File: config.mk
export PLATFORM = sky130hd
export DESIGN_NAME = cache_addr_seq
export DESIGN_NICKNAME = d
export VERILOG_FILES = /design/src/rtl/cache_check_pkg.sv /design/src/rtl/cache_addr_seq.sv
export SDC_FILE = /design/constraint.sdc
export NUM_CORES = 1
export LEC_CHECK = 0
export CAP_MARGIN = 20
export CORE_ASPECT_RATIO = 0.7
export CORE_MARGIN = 5
export CORE_UTILIZATION = 55
export DETAILED_ROUTE_END_ITERATION = 8
export DONT_BUFFER_PORTS = 1
export GPL_TIMING_DRIVEN = 0
export PLACE_DENSITY = 0.71
export SYNTH_ARGS = -nofsm -noshare
export SYNTH_HDL_FRONTEND = slang
export SYNTH_SLANG_ARGS = --single-unit
File: constraint.sdc
create_clock -name clk -period 4.45 [get_ports clk]
set_clock_uncertainty 0.05 [all_clocks]
set_input_delay 0.89 -clock clk [delete_from_list [all_inputs] [get_ports clk]]
set_output_delay 0.89 -clock clk [all_outputs]
set_load 0.05 [all_outputs]
File: src/rtl/cache_check_pkg.sv
`default_nettype none
// ============================================================================
// Module      : cache_check_pkg
// Description : Shared encodings and helpers for the cache traffic checker.
// Revision    : 1.0 - initial release
// ============================================================================
package cache_check_pkg;

  typedef enum logic [1:0] {
    MODE_WTHRU   = 2'd0,
    MODE_ASSOC   = 2'd1,
    MODE_EVICT   = 2'd2,
    MODE_RECHECK = 2'd3
  } mode_e;

  typedef enum logic [2:0] {
    ST_IDLE  = 3'd0,
    ST_WRITE = 3'd1,
    ST_READ  = 3'd2,
    ST_CHECK = 3'd3,
    ST_DONE  = 3'd4
  } state_e;

  localparam logic [3:0] WE_ALL = 4'b1111;

  function automatic logic [31:0] exp_data(input logic [31:0] addr,
                                           input logic [31:0] pattern);
    return addr ^ pattern;
  endfunction

endpackage
`default_nettype wire

File: src/rtl/cache_addr_seq.sv
`default_nettype none
// ============================================================================
// Module      : cache_addr_seq
// Description : Way/word entry sequencer producing current and next-cycle
//               address/data plus the last-entry flag.
// Revision    : 1.0 - initial release
// ============================================================================
module cache_addr_seq
  import cache_check_pkg::*;
#(
  parameter int          WAYS       = 4,
  parameter int          WORDS      = 2,
  parameter logic [31:0] BASE_ADDR  = 32'h0000_0000,
  parameter logic [31:0] WAY_STRIDE = 32'h0010_0000,
  parameter logic [31:0] PATTERN    = 32'h5A5A_0000
) (
  input  logic        clk,
  input  logic        rst,
  input  logic        i_clear,
  input  logic        i_advance,
  input  logic        i_extra_way,
  output logic [31:0] o_addr,
  output logic [31:0] o_data,
  output logic [31:0] o_addr_nxt,
  output logic [31:0] o_data_nxt,
  output logic        o_last
);

  localparam int WORD_W = (WORDS > 1) ? $clog2(WORDS) : 1;
  localparam int ENT_W  = $clog2((WAYS + 1) * WORDS) + 1;
  localparam logic [WORD_W-1:0] WORD_LAST = WORD_W'(WORDS - 1);
  localparam logic [ENT_W-1:0]  LAST_N    = ENT_W'(WAYS * WORDS - 1);
  localparam logic [ENT_W-1:0]  LAST_X    = ENT_W'((WAYS + 1) * WORDS - 1);

  logic [WORD_W-1:0] r_word;
  logic [ENT_W-1:0]  r_entry;
  logic [31:0]       r_way_base;

  logic        w_word_last;
  logic [31:0] w_addr_inc;

  assign w_word_last = (r_word == WORD_LAST);
  assign o_last      = (r_entry == (i_extra_way ? LAST_X : LAST_N));
  assign o_addr      = r_way_base + 32'({r_word, 2'b00});
  assign o_data      = exp_data(o_addr, PATTERN);

  // Address of the entry that follows the current one; wraps for the next phase.
  assign w_addr_inc  = o_last      ? BASE_ADDR :
                       w_word_last ? (r_way_base + WAY_STRIDE) :
                                     (o_addr + 32'd4);
  assign o_addr_nxt  = i_clear   ? BASE_ADDR :
                       i_advance ? w_addr_inc : o_addr;
  assign o_data_nxt  = exp_data(o_addr_nxt, PATTERN);

  always_ff @(posedge clk or posedge rst) begin
    if (rst) begin
      r_word     <= '0;
      r_entry    <= '0;
      r_way_base <= BASE_ADDR;
    end else if (i_clear || (i_advance && o_last)) begin
      r_word     <= '0;
      r_entry    <= '0;
      r_way_base <= BASE_ADDR;
    end else if (i_advance) begin
      r_entry <= r_entry + 1'b1;
      if (w_word_last) begin
        r_word     <= '0;
        r_way_base <= r_way_base + WAY_STRIDE;
      end else begin
        r_word <= r_word + 1'b1;
      end
    end
  end

endmodule
`default_nettype wire

==> results.txt, run 1 <==
* Maximum number of pins on one net before global-route repair: 19
- The die covers 4960 um2.
- Worst ir drop on vdd: approximately 110 uV
- Counting flops with a built-in enable in the synthesized netlist gives 0.
- Core footprint: 3510 um2
- Number of buffer and inverter instances along the worst setup path: 4
- The pre-antenna-repair detailed-routing pass consisted of 7 iterations.
- Required @ worst endpoint: between 3000 and 4000 ps
- On the critical path, the stage with the largest delay is an instance of sky130_fd_sc_hd__o2bb2ai_1.
- Total number of clock tree sinks: 18
* Synth async-reset ratio: 1.00
- Routability-driven placement finished with a final weighted congestion of around 0.86.
- Setup TNS: 0 ps
* Worst Setup Start Kind: primary input
- In this run, synthesis produced a sequential element count of 18.
* Result of the run: complete, no violations
- Hold violation total from the final report: 0
- The count of nets left with antenna violations once routing finished came out at 0.
- Synthesis produced a netlist whose cell count is 249.
- Ranking of synthesized cells by instance count: sky130_fd_sc_hd__buf_4 (94), sky130_fd_sc_hd__dfrtp_1 (18), sky130_fd_sc_hd__nor2_1 (16)
- Summed area of non-filler cells in the final layout: 2390 um2
- The repair_antennas step left the layout with diodes totalling 0.
* Post-route clock period utilization: 0.896
- Setup repair after global routing left no endpoint under its margin.
- Number of global-route vias before repair: 1,392
* Ratio of total power to cell area: 235 nW/um2
- In this run the count of I/O pins placed on the die edge is 134.
- Post CTS Setup Buffer Count: 0
- Post-CTS resize count: 0
- Root Buffer Master: sky130_fd_sc_hd__clkbuf_8
- Vias: 1,662
- Prior to clock tree synthesis, the placed netlist has a worst setup slack of 489 ps.
- Across the run, the number of max-cap violations was 0.
- Setup violations remaining at the end of the flow were counted as 0.
- Counting stages on the worst path, the most repeated cell is sky130_fd_sc_hd__clkbuf_1.
- Register area share after synthesis: 0.225
- The final layout contains routed wiring with a total length of around 4500 um.
* Worst Path Class, Setup: in -> out
* Origin of the critical flop-to-flop path: r_word
* Critical Path, Cell by Cell: clkbuf_1, inv_1, clkbuf_1, nand2_1, o2bb2ai_1, buf_4
- The count of buffers added on input and output ports is 0.
* Leak pwr: 1.27 nW
- In this run the cell area measured after placement is 2340 um2.
* Distinct cells, synth: 41
* Die Height: 60.4 um
- For this run the aggregate overflow at the end of global routing stands at 0.
* TritonCTS Buffers: 3
- Main synth FF type: sky130_fd_sc_hd__dfrtp_1
- Classification of the worst-slack hold path: reg -> reg
- Post-Syn Area per Cell: roughly 8 um2
- Maximum clock frequency: about 250 MHz
* Final critical-path required period: 3990 ps
* Filler cell count in the final layout: 326
- The mapped netlist covers 2000 um2.
- Worst-Skew Late Latency: 260 ps
* Number of antenna violations at the first check in global routing: 0
- The number of slew-limit violations in the final report is 0.
- Slack of the critical path: roughly 460 ps
- Detail-routed net length per standard cell: 12.0 um
- The first global-routing pass estimated 6650 um of wire.
- Horizontal die dimension: 82.0 um
- On the worst path, the slowest cell contributes a delay of 890 ps.
- Synth warnings: 0
- Maximum net fanout on the critical path: 10
- Area growth syn-to-layout: 19.8%
* CP endpoint kind: output port
* Max-slew headroom: 0.256
- The kind of cell with the highest combined delay along the critical path is buffers and inverters.
- Top cell type's share of synthesized area: 0.353
* Post-detailed-route via-to-cell ratio: 4.41
- Arrival time of data at the critical path endpoint: 3050 ps
- Starting DRT DRC Count: 125
- In the global route stage, overall resource usage came out at 0.173.
* Startpoint of the most critical setup path: i_clear
- Starting density of the core: 0.569
- The startpoint identified for the worst hold timing path is r_entry[4].
- CTS built an H-tree with a depth of 1.
* Net count reported at finish: approximately 340
- Core Rows: 18
- In the final layout, the share of cells above drive strength 1 is 0.343.
* Clock slew at reported path FFs: 70 ps
- CTS Hold Buffers Added: 0
- Detailed placement finished with a half-perimeter wire length of between 3000 and 4000 um.
- Top cell type by total area after synthesis: sky130_fd_sc_hd__buf_4
* DRC: 0
- Sorting the synthesized cells by area gives the leading types as sky130_fd_sc_hd__buf_4 (35%), sky130_fd_sc_hd__dfrtp_1 (23%), sky130_fd_sc_hd__a32o_1 (6.5%), sky130_fd_sc_hd__nor2_1 (3.0%), sky130_fd_sc_hd__clkbuf_1 (2.4%).
- CTS tree: yes
* Worst Max-Slew Pin Slew: 1120 ps
- Maximum root-to-sink buffer count: 2
* Most used standard cell by instance count after synthesis: sky130_fd_sc_hd__buf_4
power by group:
group	switching (mW)	leakage, nW	total, mW	internal (mW)
Sequential	0.00459	0.249	0.171	0.167
Combinational	0.193	0.993	0.252	0.0589
Clock	0.0602	0.0288	0.139	0.0788
Total	0.258	1.27	0.563	0.304
path summary, 6_finish.rpt:
check                                  to  slack (ps)  cells past startpoint
max                        o_data_nxt[23]         460                      6
min                            r_entry[4]         510                      2
max reg2reg                r_way_base[31]        2610                      5
min reg2reg                    r_entry[4]         510                      2
max in group asynchronous      r_entry[2]        3310                      1
min in group asynchronous  r_way_base[21]         580                      1
cells in the final DEF (no fill, tap or decap), drive strengths merged, types with 9 or more instances in the layout:
| cell | count |
|---|---|
| inv | 11 |
| buf | 97 |
| o21ai | 9 |
| nor2 | 17 |
| nor3 | 9 |
| a32o | 13 |
| clkbuf | 17 |
| conb | 76 |
| nand2 | 9 |
| dfrtp | 18 |
routing by layer:
layer | part of all wire | GRT usage | wire length, um | up-vias
met4 | 0.0037 | 0.0166 | 17 | 0
met1 | 0.40 | 0.220 | 1810 | 728
met5 | 0 | 0 | 0 | -
li1 | - | - | - | 834
met3 | 0.14 | 0.0742 | 616 | 4
met2 | 0.46 | 0.285 | 2100 | 96
cell type report:
type | instances | area [um2] | share of cell area
plain buffers | 111 | 785 | 0.328
clock buffers | 4 | 55.1 | 0.0230
inverters | 11 | 41.3 | 0.0173
multi-input cells | 183 | 1000 | 0.418
flip-flops and latches | 18 | 450 | 0.188
well taps | 50 | 62.6 | 0.0261
per-stage QoR:
step	instances	hold slack, ps	total power [mW]	util
2_1_floorplan	323	455	0.413	-
4_1_cts	377	522	0.559	0.681
3_5_place_dp	373	502	0.422	0.666
3_3_place_gp	373	476	0.422	0.666
5_1_grt	377	567	0.583	0.681
6_report	377	515	0.563	0.681
registers in the layout (all words and copies together) (netlist names):
name / flops
r_word: 1
r_entry: 5
r_way_base: 12
kinds of logic after synthesis:
family	count (synthesis)	share of synthesized area
AO/OA/AOI/OAI	42	0.165
XOR/XNOR	5	0.0219
adder cells (fa/ha/maj)	2	0.0125
buffers and inverters	122	0.413
flip-flops	18	0.225
other	2	0.00376
AND/OR/NAND/NOR	58	0.158
tightest hold or removal path, stage by stage, from the launching register on:
cell	delay, ps
sky130_fd_sc_hd__dfrtp_1	370
sky130_fd_sc_hd__xor2_1	70
sky130_fd_sc_hd__nor2_1	80
No activity file was read; power rests on OpenSTA's default activity.
==> run 2: changes to the inputs <==
ABC_AREA = 1   (was default)
==> results.txt, run 2 <==
* Result of the run: complete, no violations
* Root Buffer Master: sky130_fd_sc_hd__clkbuf_8
- The number of cell instances on the worst register-to-register path is 7 (+2).
* Total number of clock tree sinks: 18 (unchanged)
- The min-delay analysis places its worst path in the category reg -> reg.
- Worst Setup Start Kind: primary input
- Area growth syn-to-layout: 19.6%
- The deepest clock path buffer count was 2 (unchanged).
- The worst relative slew slack is 0.242 (-0.0135).
* CTS Hold Buffers Added: 0 (unchanged)
- The number of synthesized flops with an enable pin was 0 (unchanged).
- Worst ir drop on vdd: 219 uV (+92%)
* Synthesized instance count: 296 (+19%)
- Setup repair after global routing missed its margin: no
* TritonCTS Buffers: 3 (unchanged)
- Half-perimeter wire length after detailed placement: 3760 um (-1.3%)
- The placeable core area came to 3540 um2 (+0.64%).
- In the post-synthesis netlist, the cell with the most instances is sky130_fd_sc_hd__buf_4.
- The critical path required time was 3510 ps (about the same).
* Number of global-route vias before repair: 1,459 (+4.8%)
- Max-cap violations: 0 (unchanged)
- The number of slew-limit violations in the final report came to 0 (unchanged).
- Die Height: 60.7 um (+0.52%)
* Synth async-reset ratio: 1.00 (unchanged)
- The time the worst path needs with I/O delays and setup is 3560 ps (-425 ps).
- The smallest hold slack is 497 ps (-17.9 ps).
- CTS tree: yes
- The library cell used most frequently in the layout, excluding fill and tap cells, is sky130_fd_sc_hd__buf_4.
- The number of port buffers came to 0 (unchanged).
* Number of placed instances with taps included: 420 (+13%)
* 1st-pass router iterations: 4 (-3)
* Hold violation total from the final report: 0 (unchanged)
* Maximum number of pins on one net before global-route repair: 19 (unchanged)
* Footprint of the multi-input gates: 961 um2 (-3.9%)
* Horizontal die dimension: 82.5 um (+0.55%)
* Setup TNS: 0 ps (unchanged)
- H-Tree Depth: 1 (unchanged)
* Ranking of synthesized cells by instance count: sky130_fd_sc_hd__buf_4 (94), sky130_fd_sc_hd__nand2_1 (50), sky130_fd_sc_hd__inv_1 (38)
- The most critical setup path has its startpoint at i_advance.
* Vias: 1,681 (+1.1%)
* Weighted congestion reported at the end of routability-driven placement: 0.863 (+0.15%)
- The biggest fanout along the worst timing path came to 10 (unchanged).
- The fraction of layout cells with a size suffix above 1 came to 0.314 (-0.0288).
- Distinct cells, synth: 26 (-37%)
* DRC: 0 (unchanged)
- The antenna diode count came to 0 (unchanged).
- The critical path is of the in -> out type.
- The number of placement rows came to 18 (unchanged).
- Register area share after synthesis: 0.223 (-0.00279)
* Switching power total: 418 uW (+62%)
* Post-Syn Area per Cell: 6.84 um2 (-15%)
- The count of cells along the worst hold path came to 2 (unchanged).
- The number of top-level pins is 134 (unchanged).
- Post-route clock period utilization: 0.800 (-0.0955)
* Part of the total power dissipated in sequential elements: 0.257 (-0.047)
* Detail-routed net length per standard cell: 10.3 um (-14%)
- Sum of routed wire length over all layers: 4380 um (-3.6%)
- Filler cell count in the final layout: 306 (-6.1%)
- The later-pin clock latency in the skew report is 260 ps (about the same).
- Largest register by flop count: r_way_base
- The flop and latch count out of synthesis is 18 (unchanged).
- Gate power share: 0.588 (+0.139)
* Number of non-filler instances in the completed layout: 423 (+12%)
* Ratio of total power to cell area: 306 nW/um2 (+30%)
* Leak pwr: 1.53 nW (+20%)
* Synth warnings: 0 (unchanged)
- Main synth FF type: sky130_fd_sc_hd__dfrtp_1
* Start point of the worst hold path: r_entry[4]
* Pwr Total: 740 uW (+32%)
* Top cell type by total area after synthesis: sky130_fd_sc_hd__buf_4
* Int Pwr: 322 uW (+5.8%)
- Dpl ws: 902 ps (+413 ps)
- The number of nets with antenna violations after routing is 0 (unchanged).
- Net count reported at finish: 382 (+14%)
* Most frequent cells in the layout: sky130_fd_sc_hd__buf_4 (94), sky130_fd_sc_hd__conb_1 (76), sky130_fd_sc_hd__nand2_1 (50), sky130_fd_sc_hd__inv_1 (38), sky130_fd_sc_hd__nor2_1 (24)
- Post CTS Setup Buffer Count: 0 (unchanged)
- Worst Max-Slew Pin Slew: 1140 ps (+20.3 ps)
* Top cell type's share of synthesized area: 0.349 (-0.00437)
- Clk pwr share: 0.155 (-0.092)
* Post-detailed-route via-to-cell ratio: 3.97 (-9.9%)
* CP endpoint kind: output port
- The critical path data arrival time is 2620 ps (-430 ps).
- The count of final setup violators is 0 (unchanged).
- Fraction of power spent switching nets: 0.565 (+0.106)
* Slack of the critical path: 888 ps (+425 ps)
- Wire length of the first global-routing pass: 6510 um (-2.2%)
* Clock slew at reported path FFs: 60 ps (about the same)
* Largest registers ranked by flip-flop count: r_way_base (12), r_entry (5), r_word (1)
* Post-CTS resize count: 0 (unchanged)
- GRT Total Usage: 0.169 (-0.00361)
- The number of flip-flops under the largest register name came to 12 (unchanged).
- Sequential cell area: 450 um2 (unchanged)
* Origin of the critical flop-to-flop path: r_way_base[20]
- The setup slack of the worst register-to-register path was 2700 ps (+90 ps).
* Number of antenna violations at the first check in global routing: 0 (unchanged)
* Cell types occupying the most area after synthesis: sky130_fd_sc_hd__buf_4 (35%), sky130_fd_sc_hd__dfrtp_1 (22%), sky130_fd_sc_hd__nand2_1 (9.3%), sky130_fd_sc_hd__inv_1 (7.1%), sky130_fd_sc_hd__nor2_1 (4.5%)
* Grt total ovfl: 0 (unchanged)
- The number of DRC violations after detailed-routing iteration 0 is 72 (-42%).
- The achievable frequency is 281 MHz (+12%).
* Starting density of the core: 0.572 (+0.00345)
* Die area: 5010 um2 (+1.1%)
- The netlist area before placement is 2020 um2 (+1.3%).
-- run 2: cell count changes after synthesis, moves of 4 or more --
cell / previous run / this run
sky130_fd_sc_hd__nand2_1: 9 / 50
sky130_fd_sc_hd__inv_1: 10 / 38
sky130_fd_sc_hd__a32o_1: 13 / 0
sky130_fd_sc_hd__nor2_1: 16 / 24
sky130_fd_sc_hd__o21ai_1: 7 / 0
sky130_fd_sc_hd__nand2_2: 0 / 5
sky130_fd_sc_hd__nand3_1: 8 / 13
sky130_fd_sc_hd__clkbuf_1: 13 / 9
-- run 2: metrics by stage --
step	area (um2)	util
floorplan	2300	-
global placement	2360	0.668
detailed placement	2380	0.673
CTS	2420	0.684
global route	2420	0.684
finish	2420	0.684
-- run 2: layer usage --
layer | global-route usage | wire length, um | vias up
met4 | 0.0420 | 37 | 0
li1 | - | - | 872
met3 | 0.0519 | 571 | 4
met5 | 0 | 0 | -
met2 | 0.239 | 1820 | 104
met1 | 0.250 | 1950 | 701
-- run 2: power groups by stage --
| stage | clock (mW) | sequential, mW | combinational (mW) |
|---|---|---|---|
| finish | 0.115 | 0.190 | 0.435 |
| global route | 0.125 | 0.191 | 0.458 |
| CTS | 0.118 | 0.189 | 0.433 |
| detailed placement | 0 | 0.192 | 0.432 |
| global placement | 0 | 0.192 | 0.429 |
| floorplan | 0 | 0.188 | 0.413 |
-- run 2: worst paths after layout --
check,to
max reg2reg,r_way_base[27]
max in group asynchronous,r_entry[0]
min reg2reg,r_entry[4]
min in group asynchronous,r_entry[2]
min,r_entry[4]
max,o_data_nxt[26]
-- run 2: cell families after synthesis --
group / share of synthesized area
flip-flops: 0.223
XOR/XNOR: 0.0303
AO/OA/AOI/OAI: 0.0328
buffers and inverters: 0.447
adder cells (fa/ha/maj): 0.0124
other: 0.00371
AND/OR/NAND/NOR: 0.251
-- run 2: critical path, cell delays in order --
cell and delay [ps]:
sky130_fd_sc_hd__nand2_1 60, sky130_fd_sc_hd__buf_2 220, sky130_fd_sc_hd__a21oi_1 140, sky130_fd_sc_hd__nand2_1 80, sky130_fd_sc_hd__a21oi_1 880, sky130_fd_sc_hd__buf_4 350
-- run 2: cell type report --
| class | count | share of cell area |
|---|---|---|
| multi-input combinational | 208 | 0.397 |
| buffer | 106 | 0.315 |
| sequential | 18 | 0.186 |
| inverter | 38 | 0.0589 |
| tap | 50 | 0.0259 |
| clock buffer | 3 | 0.0171 |
